--- config.mk ---
export PLATFORM = sky130hd
export DESIGN_NAME = neuro_soc
export DESIGN_NICKNAME = d
export VERILOG_FILES = /design/src/rtl/neuro_soc.sv
export SDC_FILE = /design/constraint.sdc
export NUM_CORES = 1
export LEC_CHECK = 0
export BUFFER_PORTS_ARGS = -buffer_cell sky130_fd_sc_hd__buf_2
export CORE_UTILIZATION = 40
export CTS_CLUSTER_SIZE = 28
export DETAILED_ROUTE_END_ITERATION = 10
export GPL_TIMING_DRIVEN = 0
export PLACE_DENSITY_LB_ADDON = 0.15
export SYNTH_ARGS = -nofsm -noshare
export SYNTH_HDL_FRONTEND = slang
export SYNTH_HIERARCHICAL = 1
export SYNTH_SLANG_ARGS = --single-unit
--- constraint.sdc ---
create_clock -name clk -period 2.95 [get_ports clk]
set_input_delay 0.1475 -clock clk [delete_from_list [all_inputs] [get_ports clk]]
set_output_delay 0.1475 -clock clk [all_outputs]
set_load 0.01 [all_outputs]
--- src/rtl/neuro_soc.sv ---
// neuro_soc: 8-bit-PC CPU, 32-bit ALU and pixel-averaging classifier.
// Define NEURO_SOC_ALU_EXT_EN to enable ALU ops 2-7 (logic, shifts, pass).
module neuro_alu (
   input  logic [31:0] a_i,
   input  logic [31:0] b_i,
   input  logic [3:0]  op_i,
   output logic [31:0] res_o,
   output logic        zero_o,
   output logic        gt_o
);
   always_comb begin
      res_o = '0;
      case (op_i)
         4'd0: res_o = a_i + b_i;
         4'd1: res_o = a_i - b_i;
`ifdef NEURO_SOC_ALU_EXT_EN
         4'd2: res_o = a_i & b_i;
         4'd3: res_o = a_i | b_i;
         4'd4: res_o = a_i ^ b_i;
         4'd5: res_o = a_i << b_i[4:0];
         4'd6: res_o = a_i >> b_i[4:0];
         4'd7: res_o = b_i;
`endif
         default: res_o = '0;
      endcase
   end

   assign zero_o = (res_o == '0);
   assign gt_o   = (a_i > b_i);
endmodule

module neuro_soc #(
   parameter int          NUM_PIXELS = 16,
   parameter logic [31:0] PROG0      = 32'h0709_0000,
   parameter logic [31:0] PROG1      = 32'h0600_0000,
   parameter logic [31:0] PROG2      = 32'h0000_0000,
   parameter logic [31:0] PROG3      = 32'h0000_0000
) (
   input  logic       clk,
   input  logic       rst,
   input  logic [7:0] pixel_in,
   input  logic       pixel_valid,
   output logic [1:0] class_out,
   output logic       done
);
   localparam int LW = $clog2(NUM_PIXELS);
   localparam int SW = 8 + LW;
   localparam logic [LW-1:0] LAST = LW'(NUM_PIXELS - 1);

   localparam logic [7:0] OP_ADD  = 8'h01;
   localparam logic [7:0] OP_ADDI = 8'h02;
   localparam logic [7:0] OP_BEQ  = 8'h03;
   localparam logic [7:0] OP_BGT  = 8'h04;
   localparam logic [7:0] OP_J    = 8'h05;
   localparam logic [7:0] OP_HALT = 8'h06;
   localparam logic [7:0] OP_NEUR = 8'h07;

   localparam logic [3:0] ALU_ADD = 4'd0;
   localparam logic [3:0] ALU_SUB = 4'd1;

   typedef enum logic [1:0] {
      C_IDLE,
      C_ACCUM,
      C_DONE
   } cls_e;

   logic [7:0]  pc_q, pc_d;
   logic        running_q, running_d;
   logic        start_q, start_d;
   logic [31:0] regs_q [16];

   cls_e          cls_q;
   logic          ready_q;
   logic          done_q;
   logic [SW-1:0] sum_q;
   logic [LW-1:0] cnt_q;
   logic [1:0]    class_q;
   logic [SW-1:0] sum_nxt;

   logic [31:0] imem [256];
   logic [31:0] instr;
   logic [7:0]  opc;
   logic [3:0]  rd_a, rs_a;
   logic [7:0]  imm;
   logic [31:0] imm_sx;
   logic [31:0] rd_val, rs_val, rt_val;

   logic [31:0] alu_a, alu_b, alu_res;
   logic [3:0]  alu_op;
   logic        alu_zero, alu_gt;

   logic        rf_we;
   logic [31:0] rf_wd;

   logic [31:0] dmem_q [256];
   logic        dmem_we;
   logic [31:0] dmem_rdata;
   logic        unused_bits;

   // Instruction ROM: program words at 0..3, NOP everywhere else.
   always_comb begin
      for (int i = 0; i < 256; i++) imem[i] = '0;
      imem[0] = PROG0;
      imem[1] = PROG1;
      imem[2] = PROG2;
      imem[3] = PROG3;
   end

   assign instr  = imem[pc_q];
   assign opc    = instr[31:24];
   assign rd_a   = instr[19:16];
   assign rs_a   = instr[11:8];
   assign imm    = instr[7:0];
   assign imm_sx = {{24{imm[7]}}, imm};
   assign rd_val = regs_q[rd_a];
   assign rs_val = regs_q[rs_a];
   assign rt_val = regs_q[imm[3:0]];

   // Data memory is reserved: addressed by r15, never written.
   assign dmem_we    = 1'b0;
   assign dmem_rdata = dmem_q[regs_q[15][7:0]];

   always_ff @(posedge clk) begin
      if (dmem_we) dmem_q[regs_q[15][7:0]] <= rd_val;
   end

   assign unused_bits = ^{dmem_rdata, instr[23:20], instr[15:12]};

   neuro_alu u_alu (
      .a_i    (alu_a),
      .b_i    (alu_b),
      .op_i   (alu_op),
      .res_o  (alu_res),
      .zero_o (alu_zero),
      .gt_o   (alu_gt)
   );

   always_comb begin
      pc_d      = pc_q;
      running_d = running_q;
      start_d   = start_q;
      rf_we     = 1'b0;
      rf_wd     = alu_res;
      alu_a     = rs_val;
      alu_b     = rt_val;
      alu_op    = ALU_ADD;
      if (running_q) begin
         case (opc)
            OP_ADD: begin
               rf_we = 1'b1;
               pc_d  = pc_q + 8'd1;
            end
            OP_ADDI: begin
               alu_b = imm_sx;
               rf_we = 1'b1;
               pc_d  = pc_q + 8'd1;
            end
            OP_BEQ: begin
               alu_a  = rd_val;
               alu_b  = rs_val;
               alu_op = ALU_SUB;
               pc_d   = alu_zero ? pc_q + imm : pc_q + 8'd1;
            end
            OP_BGT: begin
               alu_a  = rd_val;
               alu_b  = rs_val;
               alu_op = ALU_SUB;
               pc_d   = alu_gt ? pc_q + imm : pc_q + 8'd1;
            end
            OP_J:    pc_d = imm;
            OP_HALT: running_d = 1'b0;
            OP_NEUR: begin
               // Stall on this word until the classifier reports done.
               if (done_q) begin
                  rf_we   = 1'b1;
                  rf_wd   = {30'b0, class_q};
                  start_d = 1'b0;
                  pc_d    = pc_q + 8'd1;
               end else if (ready_q) begin
                  start_d = 1'b1;
               end
            end
            default: pc_d = pc_q + 8'd1;
         endcase
      end
   end

   always_ff @(posedge clk) begin
      if (rst) begin
         pc_q      <= '0;
         running_q <= 1'b1;
         start_q   <= 1'b0;
         for (int i = 0; i < 16; i++) regs_q[i] <= '0;
      end else begin
         pc_q      <= pc_d;
         running_q <= running_d;
         start_q   <= start_d;
         if (rf_we) regs_q[rd_a] <= rf_wd;
      end
   end

   assign sum_nxt = sum_q + SW'(pixel_in);

   always_ff @(posedge clk) begin
      if (rst) begin
         cls_q   <= C_IDLE;
         ready_q <= 1'b1;
         done_q  <= 1'b0;
         sum_q   <= '0;
         cnt_q   <= '0;
         class_q <= '0;
      end else begin
         case (cls_q)
            C_IDLE: begin
               if (start_q) begin
                  sum_q   <= '0;
                  cnt_q   <= '0;
                  ready_q <= 1'b0;
                  cls_q   <= C_ACCUM;
               end
            end
            C_ACCUM: begin
               if (pixel_valid) begin
                  sum_q <= sum_nxt;
                  cnt_q <= cnt_q + LW'(1);
                  // Top two bits of the mean are the top two of the sum.
                  if (cnt_q == LAST) begin
                     class_q <= sum_nxt[SW-1:SW-2];
                     done_q  <= 1'b1;
                     cls_q   <= C_DONE;
                  end
               end
            end
            C_DONE: begin
               if (!start_q) begin
                  done_q  <= 1'b0;
                  ready_q <= 1'b1;
                  cls_q   <= C_IDLE;
               end
            end
            default: begin
               done_q  <= 1'b0;
               ready_q <= 1'b1;
               cls_q   <= C_IDLE;
            end
         endcase
      end
   end

   assign class_out = class_q;
   assign done      = done_q;
endmodule

==> flow_metrics.tcl <==
set metrics [dict create \
    drc 0 \
    r2r_setup_slack_ps 1000 \
    yosysTopAreaCellShare_pct 36.6 \
    grt_max_degree 11 \
    ctsResizeCount 0 \
    ys_seq_elements 32 \
    path_cells "ha_1 > fa_1 > a211oi_1 > o21bai_2 > o211ai_1 > xor2_1 > nor3_1" \
    startpoint_type "flip-flop" \
    wirelength_um 3510 \
    area_delta_synth_final_pct 14.5 \
    grt_pass1_vias 1280 \
    synth_cells 202 \
    cts_buffers 5 \
    die_w_um 68.1 \
    synth.distinct_cells 45 \
    netlist_top_cells_area "dfxtp_1 (37%), ha_1 (7.9%), xor2_1 (5.0%)" \
    cts_setup_buffers 0 \
    setup_violations 0 \
    min_period_ps 1950 \
    final-hold-violation-count 0 \
    power_density_nw_per_um2 514 \
    ys_warn_count 6 \
    async_reset_ff_share_pct 0 \
    final_cells 273 \
    holdWs_ps 206 \
    clock_skew_ps 3.63 \
    ant_nets 0 \
    arrival_ps 2110 \
    nFillCells 422 \
    diodes 0 \
    grt_pass1_wl_um 5880 \
    num_rows 23 \
    grt_overflow_total 0 \
    critical_path_class "flip-flop to flip-flop" \
    postCtsHoldBufs 0 \
    syn_nets 225 \
    cp_slowest_cell "fa_1" \
    worst_ep_required_time_ps 3110 \
    ys_seq_area_share_pct 36.6 \
    grt_use_total_pct 17.4 \
    synth-edff-count 0 \
    fmax_mhz 514 \
    avgSynthCellArea_um2 8.65 \
    gp_congestion 0.792 \
    htree_levels 2 \
    rsz0062_at_grt "false" \
    syn_area_um2 1750 \
    root_buffer "clkbuf_8" \
    cp_max_fo 5 \
    initial_core_util_pct 42.8 \
    ir_worst_vdd_uv 292 \
    clock-sinks 32 \
    place_hpwl_um 2500 \
    dpl.cell_count 265 \
    dieHeight_um 68.1 \
    cts_tree "done" \
    ios 14 \
    drtPass1Iterations 4 \
    power_leakage_nw 0.851 \
    tightest_slew_ps 502 \
    cp_num_buf_inv 0 \
    hp-class "primary input to flip-flop" \
    fin_crit_sh_pct 66.0 \
    wl_per_cell_um 12.9 \
    antenna_found_initial 0 \
    clk_path_buf_depth 2 \
    critPathTopFamily "compound AO/OA/AOI/OAI gates" \
    drt_iter0_drc 74 \
    fin_tns_setup_ps 0 \
    slew_violations 0 \
    critPathMaxStageDelay_ps 420 \
    design.die.area_um2 4640 \
    status "finished clean" \
    core-area_um2 4090 \
    worstSetupEndpointType "flip-flop" \
    clkTransAtPathRegs_ps 70 \
    cap_violations 0 \
    nets 245 \
    vias 1430 \
    maxSlewHeadroom_pct 66.6 \
    via_per_inst 5.24 \
    numPortBuffers 13 \
    synthFlopType "dfxtp_1" \
    clock_latency_ps 290 \
    synth_largest_area_cell "dfxtp_1" \
    drive_gt1_share_pct 14.3 \
]
## placed cells by master (no fill, tap or decap), types with 2 or more instances in the layout
cell type	n
dfxtp_1	32
nor2_1	22
nand2_1	21
a21oi_1	16
buf_2	14
ha_1	11
xor2_1	10
clkbuf_8	7
nand3_1	6
nand4_1	6
a21o_1	5
o21ai_0	5
or3_1	5
inv_1	4
clkbuf_1	4
nor3_1	4
xnor2_1	4
and3_1	3
nor4_1	3
a31oi_1	3
o211ai_1	3
nand2b_1	2
a2bb2oi_1	2
a21oi_2	2
mux2i_1	2
a211oi_1	2
o21bai_1	2
nor2b_1	2
o2111ai_1	2
a22o_1	2
## worst min-delay path: stages
cell,delay (ps)
buf_2,130
o2111ai_1,90
a31oi_1,80
## final cells by class
cell class | count | area, um^2 | area share [%]
inverter | 4 | 15.0 | 0.750
clock buffer | 7 | 96.3 | 4.81
tap | 50 | 62.6 | 3.13
multi-input combinational | 161 | 1070 | 53.6
sequential | 32 | 641 | 32.0
timing repair buffer | 13 | 65.1 | 3.25
buffer | 5 | 20.0 | 1.00
clock inverter | 1 | 30.0 | 1.50
## power by group
group | internal (mW) | switching (mW) | total (mW)
Combinational | 0.0450 | 0.0666 | 0.112
Sequential | 0.442 | 0.00833 | 0.450
Clock | 0.298 | 0.169 | 0.467
## final timing paths
check / from / end / depth (start not counted)
max: sum_q[0]$_SDFFE_PP0P_ / sum_q[8]$_SDFFE_PP0P_ / 7
min: pixel_valid / sum_q[10]$_SDFFE_PP0P_ / 3
max reg2reg: sum_q[0]$_SDFFE_PP0P_ / sum_q[8]$_SDFFE_PP0P_ / 7
min reg2reg: sum_q[0]$_SDFFE_PP0P_ / sum_q[0]$_SDFFE_PP0P_ / 2
## synthesized netlist by cell type (5+ instances only)
| cell | instances |
|---|---|
| or3_1 | 5 |
| o21ai_0 | 5 |
| nand4_1 | 6 |
| a21o_1 | 5 |
| nand3_1 | 6 |
| nor2_1 | 22 |
| ha_1 | 11 |
| nand2_1 | 21 |
| xor2_1 | 10 |
| dfxtp_1 | 32 |
| a21oi_1 | 16 |
## metal layers
metal  global-route usage [%]  vias up  share of wire [%]
li1                         -      771                  -
met1                     25.6      626                 56
met2                     22.4       26                 38
met3                     4.00        7                4.1
met4                     10.4        0                1.7
met5                        0        -                  0
## cells by family after synthesis
kind of cell    synth area share, %
flops                          36.6
fa+ha+maj                      9.02
simple gates                   22.8
mux                            1.15
xor+xnor                       7.01
compound gates                 21.4
buf+inv                        2.00
## metrics by stage
stage	total power [mW]	area [um^2]	setup slack, ps	util [%]
2_1_floorplan	0.541	1750	1140	-
3_3_place_gp	0.572	1880	1010	45.9
3_5_place_dp	0.571	1880	990	45.9
4_1_cts	1.04	2000	993	49.0
5_1_grt	1.07	2000	841	49.0
6_report	1.03	2000	1000	49.0
## registers in the layout (all words and copies together), names as in the netlist
register and count:
sum_q 12, running_q 1, class_out 2, done 1, ready_q 1, cls_q 2, start_q 1, cnt_q 4
pc_q 8
Power figures use the tool's default switching activity.
